**config.mk**
```make
export PLATFORM = sky130hd
export DESIGN_NAME = rf_dump_reader
export DESIGN_NICKNAME = d
export VERILOG_FILES = /design/src/rtl/rf_dump_reader.sv
export SDC_FILE = /design/constraint.sdc
export NUM_CORES = 1
export LEC_CHECK = 0
export BUFFER_PORTS_ARGS = -buffer_cell sky130_fd_sc_hd__buf_2
export CORE_MARGIN = 5
export CORE_UTILIZATION = 40
export CTS_CLUSTER_DIAMETER = 80
export DETAILED_ROUTE_END_ITERATION = 10
export GPL_TIMING_DRIVEN = 0
export HOLD_SLACK_MARGIN = 0.08
export PLACE_DENSITY_LB_ADDON = 0.2
export SLEW_MARGIN = 5
export SYNTH_ARGS = -nofsm -noshare
export SYNTH_HDL_FRONTEND = slang
export SYNTH_SLANG_ARGS = --single-unit
```
**constraint.sdc**
```tcl
create_clock -name clk -period 2 [get_ports clk]
set_input_delay 0.2 -clock clk [delete_from_list [all_inputs] [get_ports clk]]
set_output_delay 0.2 -clock clk [all_outputs]
set_load 0.05 [all_outputs]
```
**src/rtl/rf_dump_reader.sv**
```systemverilog
// rf_dump_reader: walks a contiguous range of register-file indices through a
// spare combinational read port and streams {index, contents} words out over a
// valid/ready handshake. One LOAD cycle per word drives the read address and
// captures the data, so peak throughput is one word every two cycles.
module rf_dump_reader #(
    parameter int FIRST_REG = 0,
    parameter int LAST_REG  = 31
) (
    input  logic        clk,
    input  logic        reset,
    input  logic        start,
    output logic [4:0]  ra,
    input  logic [31:0] rd,
    output logic        out_valid,
    input  logic        out_ready,
    output logic [4:0]  out_addr,
    output logic [31:0] out_data,
    output logic        busy,
    output logic        done
);

    // Range sanity: the walk must be non-empty and stay inside a 32-entry file.
    generate
        if (FIRST_REG < 0 || FIRST_REG > LAST_REG || LAST_REG > 31) begin : g_bad_range
            $error("rf_dump_reader: need 0 <= FIRST_REG <= LAST_REG <= 31");
        end
    endgenerate

    localparam logic [4:0] FIRST = 5'(FIRST_REG);
    localparam logic [4:0] LAST  = 5'(LAST_REG);

    typedef enum logic [1:0] {
        S_IDLE = 2'd0,
        S_LOAD = 2'd1,
        S_SEND = 2'd2
    } state_t;

    state_t      r_state;
    logic [4:0]  r_cnt;
    logic [4:0]  r_out_addr;
    logic [31:0] r_out_data;
    logic        r_out_valid;
    logic        r_done;

    logic        w_last;
    logic        w_accept;

    // The counter parks on LAST after a dump, so the address mux keeps the
    // read port pointed at FIRST whenever the block is idle.
    assign ra        = (r_state == S_IDLE) ? FIRST : r_cnt;
    assign busy      = (r_state != S_IDLE);
    assign out_valid = r_out_valid;
    assign out_addr  = r_out_addr;
    assign out_data  = r_out_data;
    assign done      = r_done;

    assign w_last    = (r_cnt == LAST);
    assign w_accept  = r_out_valid && out_ready;

    // Dump sequencer: IDLE -> (LOAD -> SEND)* -> IDLE, all outputs registered.
    always_ff @(posedge clk or posedge reset) begin
        if (reset) begin
            r_state     <= S_IDLE;
            r_cnt       <= FIRST;
            r_out_addr  <= 5'd0;
            r_out_data  <= 32'd0;
            r_out_valid <= 1'b0;
            r_done      <= 1'b0;
        end else begin
            // done is a single-cycle pulse; only the final accept raises it.
            r_done <= 1'b0;
            case (r_state)
                S_IDLE: begin
                    if (start) begin
                        r_cnt   <= FIRST;
                        r_state <= S_LOAD;
                    end
                end
                S_LOAD: begin
                    // Read data is sampled here, so register-file writes are
                    // seen only by words not yet loaded.
                    r_out_data  <= rd;
                    r_out_addr  <= r_cnt;
                    r_out_valid <= 1'b1;
                    r_state     <= S_SEND;
                end
                S_SEND: begin
                    if (w_accept) begin
                        r_out_valid <= 1'b0;
                        if (w_last) begin
                            r_done  <= 1'b1;
                            r_state <= S_IDLE;
                        end else begin
                            r_cnt   <= r_cnt + 5'd1;
                            r_state <= S_LOAD;
                        end
                    end
                end
                default: begin
                    r_out_valid <= 1'b0;
                    r_state     <= S_IDLE;
                end
            endcase
        end
    end

endmodule

```
==> flow_metrics.env, run 1 <==
export IMPL_status="completed"
export IMPL_post_dp_hpwl_um=3060
export IMPL_drive_gt1_share_pct=62.4
export IMPL_slew_headroom_pct=60.4
export IMPL_holdCritStartpoint="rd[27]"
export IMPL_grt_util_all_layers_pct=13.7
export IMPL_worst_pin_slew_ns=0.593
export IMPL_min_delay_path_depth=2
export IMPL_place_congestion=0.766
export IMPL_cp_start_kind="register"
export IMPL_met1_usage_pct=18.2
export IMPL_end_kind="register"
export IMPL_cts_max_level=2
export IMPL_cp_arrival_ns=2.08
export IMPL_hold_path_class="input port to register"
export IMPL_fmax_ghz=0.536
export IMPL_final_core_util_pct=54.4
export IMPL_ys_ff_latch=46
export IMPL_diodes=0
export IMPL_post_drt_wl_per_cell_um=14.4
export IMPL_worstSetupPathType="register to register"
export IMPL_fillers=432
export IMPL_dr_pass1_iters=3
export IMPL_syn_num_nets=165
export IMPL_post_place_ws_ns=0.108
export IMPL_hold_viol=0
export IMPL_mappedNetlistArea_um2=1960
export IMPL_use_met2_pct=20.5
export IMPL_initial_core_util_pct=41.3
export IMPL_reg2reg_slack_ns=0.14
export IMPL_route_detailed_drc=0
export IMPL_rows=25
export IMPL_vias=1300
export IMPL_grt_busiest_layer="met2"
export IMPL_viasPerCell=4.56
export IMPL_critPathTopFamily="simple AND/OR/NAND/NOR gates"
export IMPL_yosys_warnings=0
export IMPL_grt_pass1_wl_um=6720
export IMPL_cts_sinks=46
export IMPL_rr_worst_depth=6
export IMPL_fin_crit_sh_pct=93.2
export IMPL_cts_tree="done"
export IMPL_setup_ws_ns=0.136
export IMPL_crit_buf_inv=0
export IMPL_cp_cell_sequence="ha_2, and3_1, ha_2, nand4b_1, a21oi_4, mux2i_1"
export IMPL_cap_violations=0
export IMPL_die_w_um=80.0
export IMPL_grt_pass1_vias=1338
export IMPL_hold_end="out_data[27]"
export IMPL_setup_viol=0
export IMPL_final_cells=285
export IMPL_dieArea_um2=6410
export IMPL_dp_cells=275
export IMPL_drt_total_wl_um=4100
export IMPL_core_area_um2=4750
export IMPL_yosysUniqueCellTypes=29
export IMPL_finalCriticalPeriod_ns=1.86
export IMPL_syn_inst=127
export IMPL_r2r_start="r_cnt[0]"
export IMPL_max_stage_delay_ns=0.44
export IMPL_fin_skew_ns=0.00598
export IMPL_fin_nets=256
export IMPL_seq_area_frac_synth_pct=58.7
export IMPL_syn_avg_cell_area_um2=15.4
export IMPL_root_buffer="clkbuf_8"
export IMPL_die_height_um=80.0
export IMPL_fin_tns_setup_ns=0
export IMPL_worst_skew_pair_late_latency_ns=0.29
export IMPL_path_clk_slew_ns=0.08
export IMPL_numCtsBuffers=5
export IMPL_first_iter_violations=31
export IMPL_rsz0062_at_grt="no"
export IMPL_path_max_fanout=5
export IMPL_clockBufferDepth=2
export IMPL_syn_to_final_growth_pct=31.9
export IMPL_ios=81
export IMPL_grt_max_degree=27
export IMPL_antenna_left=0
export IMPL_drv_slew=0
export IMPL_grt_util_met3_pct=5.19
export IMPL_crit_slowest_cell="dfrtp_2"
export IMPL_timing_rr_end="r_cnt[4]"
export IMPL_antenna_found_initial=0
export IMPL_gr_total_overflow=0
export IMPL_cp_common_cell="ha_2"
export IMPL_worstPathRequired_ns=2.21
export IMPL_io_buffers=80
cells in the mapped netlist:
| library cell | n | share of area, % |
|---|---|---|
| nand2_1 | 3 | 0.57 |
| nor2_1 | 4 | 0.77 |
| buf_6 | 1 | 0.57 |
| o21ai_0 | 1 | 0.25 |
| nand3_1 | 2 | 0.51 |
| a2bb2oi_1 | 1 | 0.45 |
| inv_1 | 7 | 1.3 |
| or3_1 | 1 | 0.32 |
| nor4_1 | 1 | 0.32 |
| buf_12 | 2 | 2.0 |
| a221oi_1 | 1 | 0.45 |
| nor3_1 | 1 | 0.25 |
| dfrtp_1 | 46 | 59 |
| nor2b_4 | 1 | 0.70 |
| and2b_1 | 1 | 0.38 |
| mux2_2 | 18 | 10 |
| a21o_1 | 1 | 0.38 |
| nand2b_1 | 2 | 0.64 |
| nor2b_1 | 2 | 0.64 |
| a21oi_4 | 1 | 0.83 |
| o21a_1 | 1 | 0.38 |
| mux2_4 | 19 | 15 |
| and3_1 | 1 | 0.32 |
| a21boi_0 | 1 | 0.38 |
| mux2i_1 | 3 | 1.5 |
| o22ai_1 | 1 | 0.32 |
| ha_1 | 2 | 1.3 |
| buf_4 | 1 | 0.38 |
| nand4b_1 | 1 | 0.45 |
cell families (layout without fill, tap and decap cells):
logic type | after synthesis | count (layout) | share of synthesized area, %
adder cells (fa/ha/maj) | 2 | 2 | 1.28
AND/OR/NAND/NOR | 20 | 20 | 5.87
flip-flops | 46 | 46 | 58.7
buffers and inverters | 11 | 102 | 4.34
multiplexers | 40 | 40 | 26.4
AO/OA/AOI/OAI | 8 | 8 | 3.44
metal layers:
metal | wire length (um) | vias up
met5 | 0 | -
met4 | 53 | 0
met3 | 300 | 6
met2 | 1900 | 46
met1 | 1840 | 626
li1 | - | 622
final cells by class:
| cell class | instances | area (um^2) | share of cell area (%) |
|---|---|---|---|
| flip-flops and latches | 46 | 1150 | 44.5 |
| multi-input cells | 70 | 737 | 28.5 |
| repair buffers | 84 | 453 | 17.5 |
| well taps | 67 | 83.8 | 3.24 |
| clock buffers | 7 | 76.3 | 2.95 |
| plain buffers | 4 | 58.8 | 2.27 |
| inverters | 7 | 26.3 | 1.02 |
worst max path at each step:
stage | start | to | slack [ns] | cells after the start
CTS | r_cnt[0] | r_cnt[4] | 0.08 | 6
detailed placement | r_cnt[0] | r_cnt[1] | 0.11 | 6
global placement | reset | out_data[27] | 0.05 | 2
finish | r_cnt[0] | r_cnt[4] | 0.14 | 6
floorplan | r_cnt[0] | r_cnt[2] | 0.26 | 6
global route | r_cnt[0] | r_cnt[1] | 0.03 | 6
metrics by stage:
| stage | hold WS, ns | area [um^2] |
|---|---|---|
| floorplan | 0.348 | 1960 |
| global placement | 0.431 | 2450 |
| detailed placement | 0.303 | 2470 |
| CTS | 0.124 | 2560 |
| global route | 0.116 | 2590 |
| finish | 0.137 | 2590 |
placed cells by master (no fill, tap or decap), drive strengths merged:
master       instances
and2b                1
inv                  7
o21ai                1
nand2b               2
and3                 1
a21o                 1
nor3                 1
ha                   2
dfrtp               46
a21oi                1
or3                  1
nor4                 1
buf                 87
a2bb2oi              1
mux2                37
nand2                3
dlygate4sd3          1
mux2i                3
nand4b               1
clkbuf               7
nor2b                3
a21boi               1
o21a                 1
a221oi               1
nand3                2
o22ai                1
nor2                 4
state kept, by name, summed over array words and instances, names as in the netlist:
signal and cells:
out_valid 1, r_cnt 5, done 1, r_state 2
out_data 32, out_addr 5
repair_timing:
item | CTS | global route
resized for setup | 0 | 4
buffers inserted | 0 | 2
hold buffers | 1 | 0
hold endpoints to repair | 25 | 0
setup endpoints to repair | 0 | 4
Power of run 1 is not shown: default switching activity piles up to over one toggle a cycle in this logic, so the estimate is an artifact.
==> run 2, diff against run 1 <==
Settings changed: PLACE_DENSITY_LB_ADDON 0.2 to 0.05.
==> run 2 against run 1 <==
Net effect: via count is the same; first-iteration DRC count shrank 3.2%; clock skew grew 0.0051 ns; sequential share of layout area shrank 0.086 points; flip-flop and latch count is the same; count of clock-buffer cells in the layout is the same; register-to-register slack gained 0.03 ns; worst hold slack lost 0.011 ns; final area grew 0.19%; largest cell class unchanged; highest routed layer unchanged.
==> flow_metrics.env, run 2 (synthesis gave the netlist of run 1 again) <==
export IMPL_drt_total_wl_um=3880
export IMPL_grt_pass1_vias=1375
export IMPL_setup_viol=0
export IMPL_hold_path_class="input port to register"
export IMPL_path_max_fanout=5
export IMPL_finalCriticalPeriod_ns=1.83
export IMPL_dr_pass1_iters=3
export IMPL_cts_max_level=2
export IMPL_rsz0062_at_grt="no"
export IMPL_drv_slew=0
export IMPL_core_area_um2=4750
export IMPL_die_w_um=80.0
export IMPL_worst_pin_slew_ns=0.369
export IMPL_grt_util_all_layers_pct=12.9
export IMPL_fin_tns_setup_ns=0
export IMPL_top_layer_used="met4"
export IMPL_status="completed"
export IMPL_dieArea_um2=6410
export IMPL_drive_gt1_share_pct=62.6
export IMPL_path_clk_slew_ns=0.09
export IMPL_end_kind="register"
export IMPL_fin_nets=256
export IMPL_diodes=0
export IMPL_vias=1300
export IMPL_rows=25
export IMPL_post_dp_hpwl_um=2960
export IMPL_viasPerCell=4.55
export IMPL_antenna_found_initial=0
export IMPL_wl_met3_um=304
export IMPL_ios=81
export IMPL_hold_viol=0
export IMPL_cap_violations=0
export IMPL_antenna_left=0
export IMPL_place_congestion=0.786
export IMPL_layout_commonest_cell="buf_2"
export IMPL_cts_tree="done"
export IMPL_post_drt_wl_per_cell_um=13.6
export IMPL_slew_headroom_pct=75.4
export IMPL_cp_start_kind="register"
export IMPL_clockBufferDepth=2
export IMPL_wl_met2_um=1940
export IMPL_worstSetupPathType="register to register"
export IMPL_fin_skew_ns=0.0111
export IMPL_numCtsBuffers=5
export IMPL_largest_reg_flops=32
export IMPL_root_buffer="clkbuf_8"
export IMPL_route_detailed_drc=0
export IMPL_die_height_um=80.0
export IMPL_fin_hold_ws_ns=0.126
export IMPL_worst_skew_pair_late_latency_ns=0.30
export IMPL_fin_crit_sh_pct=91.6
export IMPL_gr_total_overflow=0
export IMPL_initial_core_util_pct=41.3
export IMPL_cts_sinks=46
export IMPL_fmax_ghz=0.546
export IMPL_layout_common_cells="buf_2, dfrtp_1, mux2_4"
export IMPL_cp_arrival_ns=2.05
export IMPL_first_iter_violations=30
export IMPL_io_buffers=80
export IMPL_final_core_util_pct=54.5
export IMPL_worstPathRequired_ns=2.22
export IMPL_grt_pass1_wl_um=6390
export IMPL_syn_to_final_growth_pct=32.1
export IMPL_met1_length_um=1580
export IMPL_grt_max_degree=31
[run 2: layout make-up]
cell class / count / area (um^2)
Buffer: 4 / 58.8
Clock buffer: 7 / 86.3
Clock inverter: 1 / 8.76
Fill cell: 419 / 2160
Inverter: 7 / 26.3
Multi-Input combinational cell: 70 / 731
Sequential cell: 46 / 1150
Tap cell: 67 / 83.8
Timing Repair Buffer: 84 / 445
[run 2: what timing repair did]
item,CTS,global route
hold endpoints to repair,16,0
hold buffers,1,0
endpoints found under the setup margin,0,3
setup buffers,0,2
gates resized for setup,0,3
[run 2: path summary, 6_finish.rpt]
check,start,slack [ns],cells past startpoint,to
max,r_cnt[0],0.17,6,r_cnt[1]
min,rd[28],0.13,2,out_data[28]
max reg2reg,r_cnt[0],0.17,6,r_cnt[1]
min reg2reg,out_data[30],0.51,1,out_data[30]
max in group asynchronous,reset,1.09,4,r_cnt[0]
min in group asynchronous,reset,0.41,3,out_data[27]
[run 2: worst max-delay path, cell delays in order (launching register included)]
cell	delay, ns
dfrtp_2	0.44
ha_2	0.20
and3_1	0.18
ha_2	0.19
nand4b_1	0.25
a21oi_4	0.29
mux2i_1	0.20
[run 2: per-layer routing]
layer | GRT usage [%] | vias up
li1 | - | 626
met1 | 16.1 | 620
met2 | 21.3 | 47
met3 | 4.40 | 7
met4 | 3.55 | 0
met5 | 0 | -
[run 2: metrics by stage]
step	instance area (um^2)	setup slack, ns	cells
2_1_floorplan	1960	0.257	127
3_3_place_gp	2450	0.129	274
3_5_place_dp	2470	0.104	275
4_1_cts	2570	0.0804	284
5_1_grt	2590	0.0343	286
6_report	2590	0.169	286
Power of run 2 is left out for the same reason.
